### src/rtl/scard_t0_seq_if.sv
// Byte-wide strobe interface to the smartcard serial FIFOs (rx side feeds card
// bytes in, tx side carries header and payload bytes out to the card).
interface scard_t0_seq_if;
    logic       scardfifo_rxe;
    logic       scardfifo_txf;
    logic       scardfifo_txe;
    logic [7:0] scardfifo_din;
    logic       scardfifo_rd;
    logic       scardfifo_wr;
    logic [7:0] scardfifo_dout;

    modport master (
        input  scardfifo_rxe, scardfifo_txf, scardfifo_txe, scardfifo_din,
        output scardfifo_rd, scardfifo_wr, scardfifo_dout
    );

    modport slave (
        output scardfifo_rxe, scardfifo_txf, scardfifo_txe, scardfifo_din,
        input  scardfifo_rd, scardfifo_wr, scardfifo_dout
    );
endinterface

### src/rtl/scard_t0_seq.sv
// ISO7816 T=0 command sequencer: sends the 5-byte header, follows the card's
// procedure bytes to move payload in either direction, and collects SW1/SW2.
module scard_t0_seq #(
    parameter int TIMEOUT_W = 24
) (
    input  logic                 clk_i,
    input  logic                 reset_i,
    input  logic                 cmd_start,
    input  logic [39:0]          cmd_hdr,
    input  logic                 cmd_dir,
    input  logic [TIMEOUT_W-1:0] timeout_i,
    output logic                 busy,
    output logic                 done,
    output logic [1:0]           status,
    output logic [15:0]          sw,
    input  logic [7:0]           txd_data,
    input  logic                 txd_valid,
    output logic                 txd_ready,
    output logic [7:0]           rxd_data,
    output logic                 rxd_valid,
    scard_t0_seq_if.master       fifo
);

    typedef enum logic [3:0] {
        S_IDLE, S_FLUSH, S_HDR, S_PWAIT, S_PRD,
        S_SEND_ALL, S_SEND_ONE, S_RECV, S_SW2, S_FIN
    } state_t;

    localparam logic [1:0] ST_OK   = 2'b00;
    localparam logic [1:0] ST_TMO  = 2'b01;
    localparam logic [1:0] ST_PERR = 2'b10;

    state_t               state_q, state_d;
    logic [8:0]           n_q, n_d;
    logic [2:0]           hcnt_q, hcnt_d;
    logic                 one_q, one_d;
    logic                 rd_pend;
    logic [TIMEOUT_W-1:0] tmo_q, tmo_nxt;
    logic [1:0]           status_q, status_d;
    logic [15:0]          sw_q, sw_d;
    logic [39:0]          hdr_q;
    logic [7:0]           ins_q;
    logic                 dir_q;
    logic                 ld_cmd, hdr_sh, tmo_clr, tmo_inc;
    logic                 idle_wait, tmo_hit;
    logic [7:0]           pbyte;

    // The wait counter only advances while both directions of the line are quiet.
    assign idle_wait = fifo.scardfifo_txe & fifo.scardfifo_rxe;
    assign tmo_nxt   = tmo_q + TIMEOUT_W'(1);
    assign tmo_hit   = idle_wait && (tmo_nxt == timeout_i);
    assign pbyte     = fifo.scardfifo_din;

    assign busy     = (state_q != S_IDLE);
    assign done     = (state_q == S_FIN);
    assign status   = status_q;
    assign sw       = sw_q;
    assign rxd_data = fifo.scardfifo_din;

    always_comb begin
        state_d  = state_q;
        n_d      = n_q;
        hcnt_d   = hcnt_q;
        one_d    = one_q;
        status_d = status_q;
        sw_d     = sw_q;
        ld_cmd   = 1'b0;
        hdr_sh   = 1'b0;
        tmo_clr  = 1'b0;
        tmo_inc  = 1'b0;
        fifo.scardfifo_rd   = 1'b0;
        fifo.scardfifo_wr   = 1'b0;
        fifo.scardfifo_dout = hdr_q[39:32];
        txd_ready = 1'b0;
        rxd_valid = 1'b0;
        unique case (state_q)
            S_IDLE: if (cmd_start) begin
                ld_cmd   = 1'b1;
                n_d      = (!cmd_dir && cmd_hdr[7:0] == 8'd0) ? 9'd256 : {1'b0, cmd_hdr[7:0]};
                hcnt_d   = 3'd0;
                one_d    = 1'b0;
                status_d = ST_OK;
                sw_d     = 16'h0000;
                state_d  = S_FLUSH;
            end
            S_FLUSH: if (!rd_pend) begin
                if (!fifo.scardfifo_rxe) fifo.scardfifo_rd = 1'b1;
                else                     state_d = S_HDR;
            end
            S_HDR: if (!fifo.scardfifo_txf) begin
                fifo.scardfifo_wr = 1'b1;
                hdr_sh = 1'b1;
                hcnt_d = hcnt_q + 3'd1;
                if (hcnt_q == 3'd4) state_d = S_PWAIT;
            end
            S_PWAIT: begin
                if (!fifo.scardfifo_rxe) begin
                    fifo.scardfifo_rd = 1'b1;
                    state_d = S_PRD;
                end else begin
                    tmo_inc = idle_wait;
                    if (tmo_hit) begin status_d = ST_TMO; state_d = S_FIN; end
                end
            end
            // Procedure byte is on din this cycle; NULL loops back with a fresh timeout.
            S_PRD: begin
                if (pbyte == 8'h60) begin
                    state_d = S_PWAIT;
                end else if (pbyte == ins_q || pbyte == ~ins_q) begin
                    if (n_q == 9'd0) begin
                        status_d = ST_PERR;
                        state_d  = S_FIN;
                    end else begin
                        one_d = (pbyte != ins_q);
                        if (!dir_q)                state_d = S_RECV;
                        else if (pbyte == ins_q)   state_d = S_SEND_ALL;
                        else                       state_d = S_SEND_ONE;
                    end
                end else if (pbyte[7:4] == 4'h6 || pbyte[7:4] == 4'h9) begin
                    sw_d    = {pbyte, sw_q[7:0]};
                    state_d = S_SW2;
                end else begin
                    status_d = ST_PERR;
                    state_d  = S_FIN;
                end
            end
            S_SEND_ALL, S_SEND_ONE: begin
                if (n_q == 9'd0) begin
                    state_d = S_PWAIT;
                end else begin
                    txd_ready = !fifo.scardfifo_txf;
                    if (txd_valid && !fifo.scardfifo_txf) begin
                        fifo.scardfifo_wr   = 1'b1;
                        fifo.scardfifo_dout = txd_data;
                        n_d = n_q - 9'd1;
                        if (state_q == S_SEND_ONE) state_d = S_PWAIT;
                    end
                end
            end
            S_RECV: begin
                if (rd_pend) begin
                    rxd_valid = 1'b1;
                    n_d       = n_q - 9'd1;
                    tmo_clr   = 1'b1;
                    if (one_q || n_q == 9'd1) state_d = S_PWAIT;
                end else if (!fifo.scardfifo_rxe) begin
                    fifo.scardfifo_rd = 1'b1;
                end else begin
                    tmo_inc = idle_wait;
                    if (tmo_hit) begin status_d = ST_TMO; state_d = S_FIN; end
                end
            end
            S_SW2: begin
                if (rd_pend) begin
                    sw_d     = {sw_q[15:8], pbyte};
                    status_d = ST_OK;
                    state_d  = S_FIN;
                end else if (!fifo.scardfifo_rxe) begin
                    fifo.scardfifo_rd = 1'b1;
                end else begin
                    tmo_inc = idle_wait;
                    if (tmo_hit) begin status_d = ST_TMO; state_d = S_FIN; end
                end
            end
            S_FIN:   state_d = S_IDLE;
            default: state_d = S_IDLE;
        endcase
    end

    always_ff @(posedge clk_i or posedge reset_i) begin
        if (reset_i) begin
            state_q  <= S_IDLE;
            n_q      <= 9'd0;
            hcnt_q   <= 3'd0;
            one_q    <= 1'b0;
            rd_pend  <= 1'b0;
            tmo_q    <= '0;
            status_q <= ST_OK;
            sw_q     <= 16'h0000;
        end else begin
            state_q  <= state_d;
            n_q      <= n_d;
            hcnt_q   <= hcnt_d;
            one_q    <= one_d;
            rd_pend  <= fifo.scardfifo_rd;
            status_q <= status_d;
            sw_q     <= sw_d;
            if (tmo_clr || state_d != state_q) tmo_q <= '0;
            else if (tmo_inc)                  tmo_q <= tmo_nxt;
        end
    end

    // Header shifts out MSB-first so CLA leaves first and P3 last.
    always_ff @(posedge clk_i) begin
        if (ld_cmd) begin
            hdr_q <= cmd_hdr;
            ins_q <= cmd_hdr[31:24];
            dir_q <= cmd_dir;
        end else if (hdr_sh) begin
            hdr_q <= {hdr_q[31:0], 8'h00};
        end
    end

endmodule

### src/flat_wrapper.sv
// flat-port wrapper written by rule: the top's interface ports become plain ports
module scard_t0_seq_flat 
#(
    parameter int TIMEOUT_W = 24
)
  (clk_i, reset_i, cmd_start, cmd_hdr, cmd_dir, timeout_i, busy, done, status, sw, txd_data, txd_valid, txd_ready, rxd_data, rxd_valid, fifo_scardfifo_rxe, fifo_scardfifo_txf, fifo_scardfifo_txe, fifo_scardfifo_din, fifo_scardfifo_rd, fifo_scardfifo_wr, fifo_scardfifo_dout);
  scard_t0_seq_if fifo_i ();
  input  logic clk_i;
  input  logic reset_i;
  input  logic cmd_start;
  input  logic [39:0] cmd_hdr;
  input  logic cmd_dir;
  input  logic [TIMEOUT_W-1:0] timeout_i;
  output logic busy;
  output logic done;
  output logic [1:0] status;
  output logic [15:0] sw;
  input  logic [7:0] txd_data;
  input  logic txd_valid;
  output logic txd_ready;
  output logic [7:0] rxd_data;
  output logic rxd_valid;
  input wire logic [$bits(fifo_i.scardfifo_rxe)-1:0] fifo_scardfifo_rxe;
  input wire logic [$bits(fifo_i.scardfifo_txf)-1:0] fifo_scardfifo_txf;
  input wire logic [$bits(fifo_i.scardfifo_txe)-1:0] fifo_scardfifo_txe;
  input wire logic [$bits(fifo_i.scardfifo_din)-1:0] fifo_scardfifo_din;
  output wire logic [$bits(fifo_i.scardfifo_rd)-1:0] fifo_scardfifo_rd;
  output wire logic [$bits(fifo_i.scardfifo_wr)-1:0] fifo_scardfifo_wr;
  output wire logic [$bits(fifo_i.scardfifo_dout)-1:0] fifo_scardfifo_dout;
  assign fifo_i.scardfifo_rxe = fifo_scardfifo_rxe;
  assign fifo_i.scardfifo_txf = fifo_scardfifo_txf;
  assign fifo_i.scardfifo_txe = fifo_scardfifo_txe;
  assign fifo_i.scardfifo_din = fifo_scardfifo_din;
  assign fifo_scardfifo_rd = fifo_i.scardfifo_rd;
  assign fifo_scardfifo_wr = fifo_i.scardfifo_wr;
  assign fifo_scardfifo_dout = fifo_i.scardfifo_dout;
  scard_t0_seq #(.TIMEOUT_W(TIMEOUT_W)) u_core (.clk_i(clk_i), .reset_i(reset_i), .cmd_start(cmd_start), .cmd_hdr(cmd_hdr), .cmd_dir(cmd_dir), .timeout_i(timeout_i), .busy(busy), .done(done), .status(status), .sw(sw), .txd_data(txd_data), .txd_valid(txd_valid), .txd_ready(txd_ready), .rxd_data(rxd_data), .rxd_valid(rxd_valid), .fifo(fifo_i));
endmodule
### config.mk
export PLATFORM = sky130hd
export DESIGN_NAME = scard_t0_seq_flat
export DESIGN_NICKNAME = d
export VERILOG_FILES = /design/src/rtl/scard_t0_seq_if.sv /design/src/rtl/scard_t0_seq.sv /design/src/flat_wrapper.sv
export SDC_FILE = /design/constraint.sdc
export NUM_CORES = 1
export LEC_CHECK = 0
export BUFFER_PORTS_ARGS = -buffer_cell sky130_fd_sc_hd__buf_4
export CAP_MARGIN = 5
export CORE_MARGIN = 1
export CORE_UTILIZATION = 61
export CTS_CLUSTER_DIAMETER = 50
export DETAILED_ROUTE_END_ITERATION = 7
export MAX_ROUTING_LAYER = met4
export PLACE_DENSITY = 0.87
export SYNTH_ARGS = -nofsm -noshare
export SYNTH_HDL_FRONTEND = slang
export SYNTH_SLANG_ARGS = --single-unit
### constraint.sdc
create_clock -name clk_i -period 4.5 [get_ports clk_i]
set_clock_uncertainty 0.05 [all_clocks]
set_input_delay 0.225 -clock clk_i [delete_from_list [all_inputs] [get_ports clk_i]]
set_output_delay 0.225 -clock clk_i [all_outputs]
set_load 0.02 [all_outputs]
**Yosys cells after proc, flatten, opt, wreduce, memory -nomap -nowiden**

Index checks and enable logic that the tools add are counted.

- Register bits: 109
- Word-level logic and storage cells: 156

- $add $sub $neg: 3
- Eq/ne operators: 33
- Mux-type cells: 75
- Bitwise gates (word level): 4
- Reduce and logical (&&, ||, !) cells: 29

Operator list:

| kind | number |
|---|---|
| 2-to-1 mux 40 bit | 2 |
| 2-to-1 mux 4 bit | 18 |
| 2-to-1 mux 16 bit | 4 |
| 2-to-1 mux 24 bit | 2 |
| case mux 16 bit (3 select lines) | 1 |
| 2-to-1 mux 9 bit | 5 |
| 2-to-1 mux 8 bit | 4 |
| case mux 4 bit (8 select lines) | 1 |
| case mux 9 bit (3 select lines) | 1 |
| adder 24 x 1 -> 24 bit (second input constant) | 1 |
| equality test 24 bit | 1 |
| equality test 4 x 3 -> 1 bit (second input constant) | 5 |
| 2-to-1 mux 2 bit | 10 |
| 2-to-1 mux 1 bit | 19 |
| equality test 8 bit | 2 |
| inequality test 2 bit (second input constant) | 7 |
| equality test 4 bit (second input constant) | 3 |
| AND reduction 6 bit | 2 |
| inequality test 2 x 1 -> 1 bit (second input constant) | 5 |
| case mux 2 bit (5 select lines) | 1 |
| AND reduction 5 bit | 2 |
| nonzero test 2 bit | 5 |
| equality test 9 x 1 -> 1 bit (second input constant) | 1 |
| logical NOT 9 bit | 1 |
| 28 further kinds | 41 |

**Logic depth before layout (Yosys ltp)**

Gate-level depths: netlist of the first run.

- Depth in word-level cells: 10
- Gate-level depth with buffers: 12

**Least setup slack after synthesis of the first run**

Ideal clock, no wire load.

- Kind: reg-to-reg
- Start: register u_core.state_q[0]
- End: register u_core.hdr_q[0] (enable)
- Data arrival time: 2.504 ns
- Path slack: 1.546 ns
- Stages on the path, launching flop included: 5
- Path through: dfrtp_1 > clkbuf_1 > or4b_2 > or2_2 > nand2_1

- Cells in the longest elaborated chain, start to end: 3
- Elaborated cells on any way between the ends: 5
- Those cells by class: eq/ne: 1; mux: 2; reduce/logical: 2

Ends and longest elaborated chain:

| element | line | RTL |
|---|---|---|
| start, declared | scard_t0_seq.sv:33 | `state_t state_q, state_d;` |
| start signal, assigned | scard_t0_seq.sv:181 | `state_q <= state_d;` |
| equality test 4 x 2 -> 1 bit / logical NOT 4 bit (equally long branches) | scard_t0_seq.sv:76 | `unique case (state_q)` |
| 2-to-1 mux 1 bit | scard_t0_seq.sv:76 |  |
| nonzero test 2 bit (no source line) * | -- |  |
| end signal, assigned | scard_t0_seq.sv:196 | `hdr_q <= cmd_hdr;` |
| end signal, assigned | scard_t0_seq.sv:200 | `hdr_q <= {hdr_q[31:0], 8'h00};` |
| end, declared | scard_t0_seq.sv:41 | `logic [39:0] hdr_q;` |

Every way passes the cells marked *; elsewhere a longest branch is shown, timed or not.
A chain may end at the register's enable or synchronous reset.

**Final worst setup path of the first run**

- Start: register u_core.n_q[0]
- End: output port fifo_scardfifo_dout[3]

- Cells in the longest elaborated chain, start to end: 3

Ends and longest elaborated chain:

| element | line | RTL |
|---|---|---|
| start, declared | scard_t0_seq.sv:34 | `logic [8:0] n_q, n_d;` |
| start signal, assigned | scard_t0_seq.sv:182 | `n_q <= n_d;` |
| logical NOT 9 bit | scard_t0_seq.sv:128 | `if (n_q == 9'd0) begin` |
| 2-to-1 mux 8 bit | scard_t0_seq.sv:128 |  |
| 2-to-1 mux 8 bit | scard_t0_seq.sv:76 |  |
| end, declared | flat_wrapper.sv:29 | `output wire logic [$bits(fifo_i.scardfifo_dout)-1:0] fifo_scardfifo_dout;` |

No other way between the ends.

==> results of run 1 <==
==> worst max-delay path: stages (launching register included) <==
cell	delay (ns)
dfrtp_1	0.44
inv_1	0.08
ha_1	0.21
or3b_1	0.49
nor3_2	0.61
nor3_1	0.16
nand2_1	0.38
mux2_2	0.39
buf_4	0.16
==> what timing repair did <==
| action | in CTS | in global routing |
|---|---|---|
| hold buffers | 9 | 0 |
| setup buffers | 0 | 0 |
| endpoints found under the hold margin | 9 | 0 |
==> logic make-up after synthesis <==
kind of cell	Yosys count	share of synthesized area
AO/OA/AOI/OAI	117	0.113
XOR/XNOR	64	0.0819
buffers and inverters	71	0.0497
multiplexers	14	0.0223
AND/OR/NAND/NOR	348	0.289
adder cells (fa/ha/maj)	5	0.00914
flip-flops	109	0.435
==> area by class of cell <==
type	instances	area, µm²
multi-input combinational	548	3530
sequential	109	2970
fill	773	2830
timing repair buffer	143	1100
tap	140	175
clock buffer	10	128
inverter	24	90.1
clock inverter	6	55.1
antenna	1	2.50
==> layer usage <==
layer | up-vias | wire, µm | GRT usage
met3 | 42 | 1370 | 0.0460
met4 | 0 | 407 | 0.119
met1 | 2837 | 7910 | 0.468
met5 | - | 0 | -
li1 | 2796 | - | -
met2 | 300 | 8430 | 0.509
==> per-stage QoR <==
stage                     utilization  setup slack [ns]
after global routing            0.740             0.775
after floorplan                     -              1.55
after detailed placement        0.714              1.08
final                           0.740             0.910
after global placement          0.714              1.19
after CTS                       0.739             0.941
==> power breakdown <==
part	internal [mW]	leakage (nW)	switching, mW	total, mW
clock network	0.215	0.0943	0.367	0.582
registers	1.45	1.28	0.208	1.66
logic	0.580	2.04	1.01	1.59
==> flip-flops by register name, summed over array words and instances (netlist names) <==
name,flops
u_core.dir_q,1
u_core.one_q,1
u_core.ins_q,8
u_core.tmo_q,24
u_core.hcnt_q,3
u_core.sw,16
u_core.rd_pend,1
u_core.n_q,9
u_core.hdr_q,40
u_core.status,2
u_core.state_q,4
==> cells in the final DEF, fill, tap and decap left out, types with 17 or more instances in the layout <==
cell type	synthesis	final
a21oi_1	20	20
buf_4	9	134
dfrtp_1	60	60
edfxtp_1	49	49
inv_1	22	21
nand2_1	143	142
nand3_1	19	19
nand4_1	17	17
nor2_1	41	41
nor3_2	17	17
o21ai_0	41	41
xnor2_1	44	44
xor2_1	20	20
==> worst min path at each step <==
stage | from | to | slack (ns) | cells past startpoint
5_1_grt | cmd_hdr[21] | u_core.hdr_q[21] | 0.05 | 3
3_5_place_dp | cmd_hdr[29] | u_core.ins_q[5] | 0.37 | 1
6_report | reset_i | u_core.sw[15] | -0.005 | 3
3_3_place_gp | cmd_hdr[27] | u_core.ins_q[3] | 0.37 | 1
2_1_floorplan | cmd_dir | u_core.dir_q | 0.27 | 0
4_1_cts | reset_i | u_core.sw[15] | 0.03 | 3
==> summary.md, run 1 <==
| Metric | Value |
|---|---|
| Beginning of the critical path | `u_core.n_q[0]` |
| Clk buf depth | `2` |
| YS warnings | `0` |
| Final ANT Viol Nets | `0` |
| Top_reg_cell synth | `dfrtp_1` |
| RePlAce Congestion | `0.904` |
| Leak Pwr | `3.41 nW` |
| Post-CTS sizing | `0` |
| # IOs | `128` |
| Crit Path Class | `reg -> out` |
| Total Wirelength | `18.1 mm` |
| Post-synth EDFFs | `49` |
| Die area | `11600 µm²` |
| Drt pass-1 iters | `5` |
| Final Non-Filler Cells | `981` |
| Gr ovfl total | `0` |
| Fin. max-slew vios | `0` |
| DRC errors left | `0` |
| Hold WS | `-0.00453 ns` |
| Pwr Total | `3.83 mW` |
| Top cells by area, synth | `dfrtp_1, edfxtp_1, nand2_1, xnor2_1, o21ai_0` |
| Critical path arrival | `3.31 ns` |
| Die H | `108 µm` |
| Tot GR Track Use | `0.338` |
| Initial antenna violation count | `1` |
| Ratio of cells with drive above 1 in the final layout | `0.254` |
| Mapped Area | `6840 µm²` |
| RSZ-0062 raised after global routing | `false` |
| Netlist cell types | `80` |
| Mean Syn Cell Area | `9.40 µm²` |
| CTS sink cnt | `109` |
| Syn nets | `821` |
| Post-synthesis sequential area ratio | `0.435` |
| CP Max Fanout | `9` |
| Reg2Reg Depth | `9` |
| Max-cap violations | `0` |
| Critical path startpoint category | `flop` |
| Vias | `5975` |
| Starting DRT DRC Count | `544` |
| Gate Count Post-Synth | `728` |
| Cell Pwr Density | `476 nW/µm²` |
| Final Setup Violations | `0` |
| Hold Path Class | `in -> async` |
| Vias/cell | `6.09` |
| Largest net degree at the start of global routing | `61` |
| Most common cell in the synthesized netlist | `nand2_1` |
| Clk slew on worst S/H paths | `0.11 ns` |
| CTS tree | `built` |
| Post-route cell area | `8050 µm²` |
| Initial core utilization | `0.628` |
| Top post-synthesis cells by count | `nand2_1, dfrtp_1, edfxtp_1, xnor2_1` |
| Placed Cells | `955` |
| Max VDD drop | `0.000373 V` |
| Period minus WS final | `3.59 ns` |
| Wire length per cell | `18.5 µm` |
| # nets final | `928` |
| Worst Max-Slew Pin Slew | `0.955 ns` |
| Yosys reg bits | `109` |
| First-pass GRT wire length | `28.9 mm` |
| Port-buffer cells | `127` |
| Cell area after placement | `7780 µm²` |
| Clock buffer count from CTS | `9` |
| HPWL after DPL | `13.3 mm` |
| Core Region | `10900 µm²` |
| Latest clock arrival within the worst-skew pair | `0.39 ns` |
| Max-slew headroom | `0.361` |
| Vias in the first global route | `5688` |
| CP endpoint | `fifo_scardfifo_dout[3]` |
| TNS Setup | `0 ns` |
| Worst R2R Setup Slack | `1.01 ns` |
| R2r endpoint | `u_core.tmo_q[12]` |
| Worst r2r src | `u_core.tmo_q[0]` |
| DIE WIDTH | `108 µm` |
| Status | `finished with violations` |
| Htree depth | `3` |
| Fmax achieved | `279 MHz` |
| Crit share post-route | `0.798` |
| Setup crit end kind | `output port` |
| Top cell type's share of synthesized area | `0.219` |
| Synth area leader | `dfrtp_1` |
| Post-synth ARST share | `0.550` |
| CP Data Required Time | `4.22 ns` |
| Root Buffer Master | `clkbuf_8` |
| Failing checks | `hold timing` |
| Final hold violation count | `5` |
| # rows | `38` |
| Area Growth Syn to Fin | `17.7%` |
(Power assumes the default switching activity.)
==> inputs of run 2 (changes only) <==
- CORE_UTILIZATION: 61 -> 57
- PLACE_DENSITY: 0.87 -> 0.82
- clock period: 4.5 -> 3.8 ns (I/O delays scaled with it)
==> run 2 against run 1 <==
  * The run ends with DRC left
  * Flip-flop and latch count is the same
  * Routed wire length shrank 0.55%
  * Die area grew 6.9%
  * Final area grew 2.1%
  * Non-clock buffer count grew 7
  * Register-to-register slack lost 0.67 ns
  * Sequential power grew 16%
  * Total power grew 26%
  * Largest power group is now combinational logic
  * Highest routed layer unchanged
==> summary.md, run 2 (synthesis gave the netlist of run 1 again) <==
| Metric | Value |
|---|---|
| Max VDD drop | `0.000359 V (was 0.000373 V)` |
| HPWL after DPL | `13.3 mm (about the same)` |
| Initial core utilization | `0.592 (was 0.628)` |
| Failing checks | `DRC (was hold timing)` |
| Delay-heaviest family, CP | `simple AND/OR/NAND/NOR gates (unchanged)` |
| Die area | `12400 µm² (was 11600 µm²)` |
| Tot GR Track Use | `0.311 (was 0.338)` |
| Flip-flop count of the largest register after layout | `40 (unchanged)` |
| Cell Pwr Density | `587 nW/µm² (was 476 nW/µm²)` |
| Ratio of cells with drive above 1 in the final layout | `0.259 (was 0.254)` |
| Bufs and invs on worst path | `2 (unchanged)` |
| Setup crit end kind | `output port (unchanged)` |
| Clk slew on worst S/H paths | `0.07 ns (was 0.11 ns)` |
| Post-route cell area | `8230 µm² (was 8050 µm²)` |
| Port-buffer cells | `127 (unchanged)` |
| Total Wirelength | `18.0 mm (was 18.1 mm)` |
| Starting DRT DRC Count | `657 (was 544)` |
| Die H | `112 µm (was 108 µm)` |
| Most flop-heavy register | `u_core.hdr_q (unchanged)` |
| # nets final | `935 (was 928)` |
| Status | `finished with violations (unchanged)` |
| Post-CTS setup buffer count | `0 (unchanged)` |
| Worst path slowest cell | `nor3_2 (unchanged)` |
| Diode count | `0 (was 1)` |
| R2r endpoint | `u_core.tmo_q[8] (was u_core.tmo_q[12])` |
| Final ANT Viol Nets | `0 (unchanged)` |
| Vias in the first global route | `5546 (was 5688)` |
| Wire length per cell | `18.2 µm (was 18.5 µm)` |
| # rows | `39 (was 38)` |
| Worst r2r src | `u_core.tmo_q[0] (unchanged)` |
| Gr ovfl total | `0 (unchanged)` |
| Max-cap violations | `0 (unchanged)` |
| Fin. max-slew vios | `0 (unchanged)` |
| Leak Pwr | `3.50 nW (was 3.41 nW)` |
| Fmax achieved | `289 MHz` |
| RePlAce Congestion | `0.926 (was 0.904)` |
| Pwr Total | `4.83 mW (was 3.83 mW)` |
| Final Setup Violations | `0 (unchanged)` |
| TNS Setup | `0 ns (unchanged)` |
| Largest net degree at the start of global routing | `50 (was 61)` |
| Drt pass-1 iters | `7 (was 5)` |
| CTS sink cnt | `109 (unchanged)` |
| Levels on crit path | `8 (unchanged)` |
| Area Growth Syn to Fin | `20.2% (was 17.7%)` |
| Max-slew headroom | `0.276 (was 0.361)` |
| Post-CTS sizing | `0 (unchanged)` |
| Period minus WS final | `3.47 ns` |
| Initial antenna violation count | `0 (was 1)` |
| Vias | `5946 (was 5975)` |
| # IOs | `128 (unchanged)` |
| Reg2Reg Depth | `9 (unchanged)` |
| Latest clock arrival within the worst-skew pair | `0.35 ns (was 0.39 ns)` |
| Util after Layout | `0.711 (was 0.740)` |
| Hold WS | `0.0496 ns (was -0.00453 ns)` |
| Clock buffer count from CTS | `9 (unchanged)` |
| Crit share post-route | `0.912` |
| Critical path arrival | `3.23 ns (was 3.31 ns)` |
| Root Buffer Master | `clkbuf_16 (was clkbuf_8)` |
| CP Data Required Time | `3.56 ns (was 4.22 ns)` |
| Core Region | `11600 µm² (was 10900 µm²)` |
| Htree depth | `3 (unchanged)` |
| Worst R2R Setup Slack | `0.34 ns (was 1.01 ns)` |
| Vias/cell | `6.01 (was 6.09)` |
| DIE WIDTH | `112 µm (was 108 µm)` |
| CTS tree | `built (unchanged)` |
| Hold Path Class | `in -> reg (was in -> async)` |
| Critical path startpoint category | `flop (unchanged)` |
| Worst Max-Slew Pin Slew | `1.09 ns (was 0.955 ns)` |
| DRC errors left | `13 (was 0)` |
| Cell area after placement | `7830 µm² (was 7780 µm²)` |
| RSZ-0062 raised after global routing | `false (unchanged)` |
| Clk buf depth | `2 (unchanged)` |
| Critical Path, Cell by Cell | `inv_1 > ha_1 > or3b_1 > nor3_2 > nor3_1 > nand2_1 > mux2_2 > buf_4 (unchanged)` |
| Final hold violation count | `0 (was 5)` |
| Crit Path Class | `reg -> out (unchanged)` |
| Fill cell count | `872 (was 773)` |
| Commonest non-fill, non-tap cell in the layout | `nand2_1 (unchanged)` |
| First-pass GRT wire length | `29.3 mm (was 28.9 mm)` |
| Most frequent cells in the layout | `nand2_1, buf_4, dfrtp_1 (unchanged)` |
| CP peak stage delay | `0.55 ns (was 0.61 ns)` |
| CP Max Fanout | `9 (unchanged)` |
| Worst hold path cell count | `3` |
| CP endpoint | `fifo_scardfifo_dout[5] (was fifo_scardfifo_dout[3])` |
| Beginning of the critical path | `u_core.n_q[0] (unchanged)` |
==> run 2: cell types whose count changed in the layout (fill, tap and decap cells not counted), moves of 2 or more <==
cell	delta
buf_4	+6
clkbuf_16	+9
clkbuf_8	-9
inv_8	-2
==> run 2: layer usage <==
| layer | track usage | vias to the layer above | part of all wire |
|---|---|---|---|
| met3 | 0.0599 | 19 | 0.071 |
| met2 | 0.465 | 264 | 0.46 |
| met4 | 0.0748 | 0 | 0.012 |
| li1 | - | 2818 | - |
| met1 | 0.438 | 2845 | 0.46 |
| met5 | - | - | 0 |
==> run 2: layout make-up <==
| class | count | area [µm²] | share of cell area |
|---|---|---|---|
| Multi-Input combinational cell | 548 | 3530 | 0.430 |
| Sequential cell | 109 | 2970 | 0.361 |
| Timing Repair Buffer | 150 | 1150 | 0.140 |
| Clock buffer | 9 | 225 | 0.0274 |
| Tap cell | 143 | 179 | 0.0217 |
| Inverter | 24 | 90.1 | 0.0110 |
| Clock inverter | 7 | 73.8 | 0.00897 |
==> run 2: power by group <==
part	leakage, nW	internal [mW]	switching [mW]	total (mW)
sequential	1.28	1.71	0.210	1.92
combinational	2.08	0.720	1.25	1.97
clock	0.143	0.514	0.427	0.940
total	3.50	2.95	1.89	4.83
==> run 2: how the worst min path moves through the flow <==
stage / slack, ns / startpoint / end
floorplan: 0.24 / cmd_dir / u_core.dir_q
global placement: 0.27 / reset_i / u_core.tmo_q[16]
detailed placement: 0.29 / reset_i / u_core.tmo_q[16]
CTS: 0.04 / cmd_hdr[33] / u_core.hdr_q[33]
global route: 0.04 / cmd_hdr[33] / u_core.hdr_q[33]
finish: 0.05 / cmd_hdr[33] / u_core.hdr_q[33]
==> run 2: per-stage QoR <==
| stage | cells | worst slack [ns] |
|---|---|---|
| final | 990 | 0.334 |
| after global routing | 990 | 0.140 |
| after CTS | 990 | 0.374 |
| after detailed placement | 964 | 0.406 |
| after global placement | 964 | 0.491 |
| after floorplan | 728 | 0.846 |
==> run 2: worst reg2reg max path, delay by kind of cell, from the launching register on <==
kind            cells  cell delay, ns
compound gates      1            0.22
xor+xnor            1            0.16
fa+ha+maj           1            0.31
flops               1            0.49
buf+inv             1            0.42
simple gates        5            1.68
==> run 2: repair_timing <==
action | 4_1_cts | 5_1_grt
endpoints found under the hold margin | 42 | 0
hold buffers | 10 | 0
setup endpoints to repair | 0 | 0
